## config.mk

```make
export PLATFORM = sky130hd
export DESIGN_NAME = bit_sel_gen
export DESIGN_NICKNAME = d
export VERILOG_FILES = /design/src/rtl/bitsim_pkg.sv /design/src/rtl/lsb_first_enc.sv /design/src/rtl/bit_sel_gen.sv
export SDC_FILE = /design/constraint.sdc
export NUM_CORES = 1
export LEC_CHECK = 0
export BUFFER_PORTS_ARGS = -buffer_cell sky130_fd_sc_hd__buf_2
export CELL_PAD_IN_SITES_DETAIL_PLACEMENT = 2
export CELL_PAD_IN_SITES_GLOBAL_PLACEMENT = 2
export CORE_MARGIN = 2
export CORE_UTILIZATION = 31
export DETAILED_ROUTE_END_ITERATION = 16
export HOLD_SLACK_MARGIN = 0.1
export MAX_ROUTING_LAYER = met4
export PLACE_DENSITY_LB_ADDON = 0.25
export SETUP_SLACK_MARGIN = 0.02
export SLEW_MARGIN = 10
export SYNTH_ARGS = -nofsm -noshare
export SYNTH_HDL_FRONTEND = slang
export SYNTH_HIERARCHICAL = 1
export SYNTH_SLANG_ARGS = --single-unit
```

## constraint.sdc

```tcl
create_clock -name clk -period 3.27 [get_ports clk]
set_clock_uncertainty 0.2 [all_clocks]
set_input_delay 0.1635 -clock clk [delete_from_list [all_inputs] [get_ports clk]]
set_output_delay 0.1635 -clock clk [all_outputs]
set_load 0.1 [all_outputs]
```

## src/rtl/bitsim_pkg.sv

```systemverilog
// Shared defaults and FSM state type for the select generator.
// Optional feature macro: BIT_SEL_GEN_PERF_EN (perf_beats counter).
package bitsim_pkg;

    localparam int LANES_DEF     = 16;
    localparam int SEL_WIDTH_DEF = 5;
    localparam int SEL_ZERO      = LANES_DEF;

    typedef enum logic {
        ST_IDLE = 1'b0,
        ST_EMIT = 1'b1
    } state_t;

endpackage

```

## src/rtl/lsb_first_enc.sv

```systemverilog
// Lowest-set-bit encoder: index of the lowest set lane, whether it is
// the only set lane, and whether any lane is set.
module lsb_first_enc
    import bitsim_pkg::*;
#(
    parameter int LANES     = LANES_DEF,
    parameter int SEL_WIDTH = SEL_WIDTH_DEF
) (
    input  logic [LANES-1:0]     i_pending,
    output logic [SEL_WIDTH-1:0] o_index,
    output logic                 o_one_hot_last,
    output logic                 o_any
);

    logic [LANES-1:0] w_rest;

    assign w_rest         = i_pending & (i_pending - LANES'(1));
    assign o_any          = |i_pending;
    assign o_one_hot_last = o_any && (w_rest == '0);

    // Scan high to low so the lowest set lane wins.
    always_comb begin
        o_index = '0;
        for (int i = LANES - 1; i >= 0; i--) begin
            if (i_pending[i]) begin
                o_index = SEL_WIDTH'(i);
            end
        end
    end

endmodule

```

## src/rtl/bit_sel_gen.sv

```systemverilog
// Converts a nonzero-lane mask into a stream of mux selects, lowest lane
// first. BIT_SEL_GEN_PERF_EN adds a 32-bit output-beat counter.
module bit_sel_gen
    import bitsim_pkg::*;
#(
    parameter int LANES     = LANES_DEF,
    parameter int SEL_WIDTH = SEL_WIDTH_DEF
) (
    input  logic                 clk,
    input  logic                 reset,
    input  logic                 in_valid,
    input  logic [LANES-1:0]     in_mask,
    output logic                 in_ready,
    output logic                 out_valid,
    input  logic                 out_ready,
    output logic [SEL_WIDTH-1:0] out_sel,
    output logic                 out_last
`ifdef BIT_SEL_GEN_PERF_EN
    ,
    output logic [31:0]          perf_beats
`endif
);

    state_t                 r_state;
    state_t                 w_state_nxt;
    logic [LANES-1:0]       r_pending;
    logic [LANES-1:0]       w_pending_nxt;
    logic [LANES-1:0]       w_pending_clr;
    logic [SEL_WIDTH-1:0]   w_idx;
    logic                   w_one;
    logic                   w_any;
    logic                   w_in_fire;
    logic                   w_out_fire;

    lsb_first_enc #(
        .LANES     (LANES),
        .SEL_WIDTH (SEL_WIDTH)
    ) u_enc (
        .i_pending      (r_pending),
        .o_index        (w_idx),
        .o_one_hot_last (w_one),
        .o_any          (w_any)
    );

    assign w_pending_clr = r_pending & (r_pending - LANES'(1));

    always_ff @(posedge clk or posedge reset) begin
        if (reset) begin
            r_state   <= ST_IDLE;
            r_pending <= '0;
        end else begin
            r_state   <= w_state_nxt;
            r_pending <= w_pending_nxt;
        end
    end

    always_comb begin
        w_state_nxt   = r_state;
        w_pending_nxt = r_pending;
        out_valid     = 1'b0;
        out_sel       = '0;
        out_last      = 1'b0;
        in_ready      = 1'b0;
        w_in_fire     = 1'b0;
        w_out_fire    = 1'b0;
        unique case (r_state)
            ST_IDLE: begin
                in_ready = 1'b1;
            end
            ST_EMIT: begin
                out_valid = 1'b1;
                // An empty mask yields one bypass beat.
                out_sel   = w_any ? w_idx : SEL_WIDTH'(LANES);
                out_last  = w_one || !w_any;
                in_ready  = out_ready && out_last;
            end
            default: ;
        endcase
        w_in_fire  = in_valid && in_ready;
        w_out_fire = out_valid && out_ready;
        if (w_in_fire) begin
            w_pending_nxt = in_mask;
            w_state_nxt   = ST_EMIT;
        end else if (w_out_fire) begin
            if (out_last) begin
                w_pending_nxt = '0;
                w_state_nxt   = ST_IDLE;
            end else begin
                w_pending_nxt = w_pending_clr;
            end
        end
    end

`ifdef BIT_SEL_GEN_PERF_EN
    logic [31:0] r_perf;

    always_ff @(posedge clk or posedge reset) begin
        if (reset) begin
            r_perf <= '0;
        end else if (w_out_fire) begin
            r_perf <= r_perf + 32'd1;
        end
    end

    assign perf_beats = r_perf;
`endif

endmodule

```

### Yosys cells after proc, flatten, opt, wreduce, memory -nomap -nowiden

Index checks and enable logic that the tools add are counted.

* $add $sub $neg: 1
* multipliers: 0
* divide/modulo/power cells: 0
* order comparisons: 0
* equality and inequality tests: 0
* shift-type cells: 0
* multiplexer cells: 27
* bitwise gates (word level): 2
* reduce and logical (&&, ||, !) cells: 11

Operator list (number)
* two-way mux 4 bit: 16
* two-way mux 16 bit: 3
* bitwise AND 16 bit: 1
* logical NOT 16 bit: 1
* OR reduction 16 bit: 1
* subtractor 16 x 1 -> 16 bit, second input constant: 1
* two-way mux 5 bit: 2
* two-way mux 1 bit: 5
* logical AND 1 bit: 4
* nonzero test 2 bit: 2
* case mux 1 bit (2 select lines): 1
* AND reduction 2 bit: 1
* logical NOT 1 bit: 1
* logical OR 1 bit: 1
* inverter 1 bit: 1

* bits in registers: 17
* bits in latches: 0
* bits in writable memories: 0
* bits in read-only memories: 0
* bits of input ports: 20
* memories: 0

### Depth between registers and ports, before layout

* depth after elaboration: 18
* mapped depth: 10
* gate-level depth less buffers: 9

### Cells and area by module

The synthesis kept the hierarchy.

Modules (own cells, without submodules)
* bit_sel_gen: instances 1, cells an instance 92, area each 903.4 µm², seq. area each 425.4 µm²
* lsb_first_enc: instances 1, cells an instance 53, area each 339.1 µm², seq. area each 0.0 µm²

### Least setup slack after synthesis

OpenSTA, ideal clock, no wires.

* path type: flip-flop to output port
* start point: register r_state
* end point: output out_sel[4]
* arrival: 3529 ps
* data required time: 2907 ps
* path slack: -623 ps
* cell stages (with the launch flop): 3
* cells stage by stage: dfrtp_1 clkbuf_1 a21boi_0

* longest elaborated chain between the ends: 1

Ends and longest elaborated chain
* from (decl): line bit_sel_gen.sv:24 `state_t r_state;`
* from (signal assigned): line bit_sel_gen.sv:52 `r_state <= w_state_nxt;`
* two-way mux 5 bit: line bit_sel_gen.sv:66 `unique case (r_state)`
* to (decl): line bit_sel_gen.sv:16 `output logic [SEL_WIDTH-1:0] out_sel,`

No other way between the ends.

### Worst setup path after layout

* start point: register r_pending[7]
* end point: output in_ready

* longest elaborated chain between the ends: 7

Ends and longest elaborated chain
* from (decl): line bit_sel_gen.sv:26 `logic [LANES-1:0] r_pending;`
* from (signal assigned): line bit_sel_gen.sv:53 `r_pending <= w_pending_nxt;`
* subtractor 16 x 1 -> 16 bit: line lsb_first_enc.sv:17 `assign w_rest = i_pending & (i_pending - LANES'(1));`
* bitwise AND 16 bit: line lsb_first_enc.sv:17
* logical NOT 16 bit: line lsb_first_enc.sv:19 `assign o_one_hot_last = o_any && (w_rest == '0);`
* logical AND 1 bit (*): line lsb_first_enc.sv:19
* net w_one: line bit_sel_gen.sv:30 `logic w_one;`
* logical OR 1 bit (*): line bit_sel_gen.sv:74 `out_last = w_one || !w_any;`
* logical AND 1 bit (*): line bit_sel_gen.sv:75 `in_ready = out_ready && out_last;`
* case mux 1 bit (2 select lines) (*): line bit_sel_gen.sv:66
* to (decl): line bit_sel_gen.sv:13 `output logic in_ready,`

The timed path passes the listed nets; every way through them passes the cells marked *.

==> results by group <==
Run
  – Max-Cap Viols: 0

Yosys
  – Post-synth EDFFs: 0
  – YS warnings: 6
  – Synthesized area: 0.00124 mm^2
  – Post-synth ARST share: 100%
  – Syn_area_per_cell: 8.57 um^2
  – Seq/Total Area, Yosys: 34.2%
  – Synth Register Bits: 17
  – Synth unique cells: 45
  – Main synth FF type: dfrtp_1
  – Syn Nets: 165
  – Mapped Cells: 145

Global routing
  – Pin count of the biggest net entering global routing: 18
  – GRT overflow: 0
  – Number of global-route vias before repair: 1409
  – Global-route wire length before repair: 7240 um
  – Initial antenna violation count: 0
  – GR Util All Layers: 22.1%

Route
  – DR vias/cell: 5.67
  – Iter 0 DRT Violations: 35
  – Routed Antenna Nets: 0
  – Routed wire length per instance: 18.7 um
  – Pre-antenna DRT Iters: 4
  – Routed vias: 1372
  – DRC errors left: 0
  – Routed WL: 4520 um

Timing
  – Final worst path period share: 92.7%
  – Unrepaired setup endpoints after global routing: no
  – Min Tclk post-route: 3.03 ns
  – Slew @ Worst Pin: 0.725 ns
  – Endpoints failing hold: 0
  – Max_slew headroom: 51.6%
  – Worst hold margin: 0.197 ns
  – Setup TNS: 0 ns
  – Fmax: 0.330 GHz
  – Max-slew violations: 0
  – Setup violations, final: 0

Worst setup path
  – CP startpoint kind: flop
  – Worst reg2reg path depth: 10
  – R2R Path End: r_state$_DFFE_PP0P_
  – Worst r2r src: r_pending[7]$_DFFE_PP0P_
  – WS Path Type: flop to output port
  – Crit path DAT: 2.67 ns
  – Worst R2R Setup Slack: 0.28 ns
  – Crit end category: output port
  – Worst Path Required: 2.91 ns
  – CP max FO: 8

Layout
  – Diode count: 0
  – Most frequent cells in the layout: buf_2, dlygate4sd3_1, nand2_1, dfrtp_1, nor2_1
  – # nets final: 213
  – Layout cell share with drive strength beyond 1: 22.9%
  – Commonest non-fill, non-tap cell in the layout: buf_2
  – Non-Filler Instances: 242
  – Syn-to-layout area delta: 34.0%

Place
  – Port Buf Inserts: 27
  – Post-Place Cells: 219
  – DP HPWL: 3050 um
  – GP Congestion: 0.774

Clock network
  – Root buffer cell: clkbuf_8
  – Num Clock Sinks: 17
  – TritonCTS clock tree: done
  – CTS max path bufs: 2
  – Clk_lat worst skew: 0.26 ns
  – CTS Buf Count: 3
  – CTS clk-pin slew, worst paths: 0.07 ns
  – CTS HTree Levels: 1
  – Setup bufs post-CTS: 0

Die
  – Initial core utilization: 31.7%
  – Die width: 67.3 um
  – Core area: 0.00391 mm^2
  – # rows: 23
  – Die H: 67.3 um
  – IO Pins: 28
  – Die area: 0.00453 mm^2

Status
  – Result of the run: completed

Worst hold path
  – Hold Path Cell Cnt: 4
  – Hold Path Origin: out_ready
  – Tightest Hold Check Type: input pin to flop
  – Hold endpoint: r_pending[1]$_DFFE_PP0P_
[through the flow]
stage               area [um^2]  utilization (%)  worst slack [ns]
CTS                        1660             42.4            0.0965
floorplan                  1240                -             0.105
finish                     1670             42.6             0.238
detailed placement         1420             36.4             0.383
global placement           1420             36.4             0.571
global route               1670             42.6            0.0553
[synth_stat cells, types with 2 or more instances]
library cell / number / area, um^2
a21boi_0: 2 / 15.0
inv_1: 5 / 18.8
a22oi_1: 8 / 60.1
a21oi_2: 2 / 17.5
nand2_1: 17 / 63.8
a32oi_1: 2 / 17.5
and3_1: 4 / 25.0
a22o_1: 6 / 52.6
nand2b_1: 3 / 18.8
o211ai_1: 3 / 22.5
o22ai_1: 2 / 12.5
nor3_1: 6 / 30.0
o21ai_1: 2 / 10.0
a211oi_1: 3 / 22.5
nor2_1: 14 / 52.6
o311ai_1: 2 / 17.5
a21oi_1: 6 / 30.0
nand3_1: 3 / 15.0
nor4_1: 4 / 25.0
dfrtp_1: 17 / 425
nor4_2: 3 / 37.5
o21ai_0: 6 / 30.0
nor4_4: 2 / 42.5
o31ai_1: 2 / 15.0
[worst max path at each step]
stage / from / endpoint / slack, ns / cells after the start
floorplan: r_state$_DFFE_PP0P_ / out_sel[4] / 0.10 / 2
global placement: r_pending[7]$_DFFE_PP0P_ / r_pending[11]$_DFFE_PP0P_ / 0.57 / 9
detailed placement: r_pending[7]$_DFFE_PP0P_ / r_pending[10]$_DFFE_PP0P_ / 0.38 / 9
CTS: r_pending[7]$_DFFE_PP0P_ / in_ready / 0.1 / 9
global route: r_pending[5]$_DFFE_PP0P_ / in_ready / 0.06 / 9
finish: r_pending[7]$_DFFE_PP0P_ / in_ready / 0.24 / 9
[critical path: stages, from the launching register on]
cell and delay, ns:
dfrtp_1 0.50, nor4_4 0.42, nand2_2 0.15, nor2_1 0.17
xor2_1 0.10, nor4_2 0.31, nand2b_1 0.25, nand2_1 0.08
nand2_1 0.08, clkbuf_4 0.34
[routing by layer]
layer	global-route usage [%]	part of all wire, %
met1	29.8	48
met5	-	0
met3	1.33	1.6
met4	9.69	2.7
met2	34.3	48
[state kept, by name, summed over array words and instances, names as in the netlist]
name and count:
r_state 1, r_pending 16
[cell type report]
type                            instances  area, um^2
Fill cell                             437        2250
Multi-Input combinational cell        120         782
Sequential cell                        17         425
Timing Repair Buffer                   46         330
Tap cell                               50        62.6
Clock buffer                            3        41.3
Inverter                                5        18.8
Clock inverter                          1        5.00
[timing repair]
item,in CTS,in global routing
setup endpoints to repair,0,2
endpoints found under the hold margin,34,0
resized for setup,0,2
hold buffers,19,0
[cell families (layout without fill, tap and decap cells)]
logic type                count (synthesis)  count (layout)  share of synthesized area (%)
DFF                                      17              17                           34.2
xor gates and xnor gates                  1               1                          0.705
muxes                                     1               1                          0.906
and+or+nand+nor                          63              63                           29.1
buffers and inverters                     8              55                           2.82
AOI/OAI and AO/OA                        54              54                           31.9
other                                     1               1                          0.302
Power is left out: the tool's default activity adds up to more than one toggle a clock period on the data nets, which glitch-free logic cannot reach.
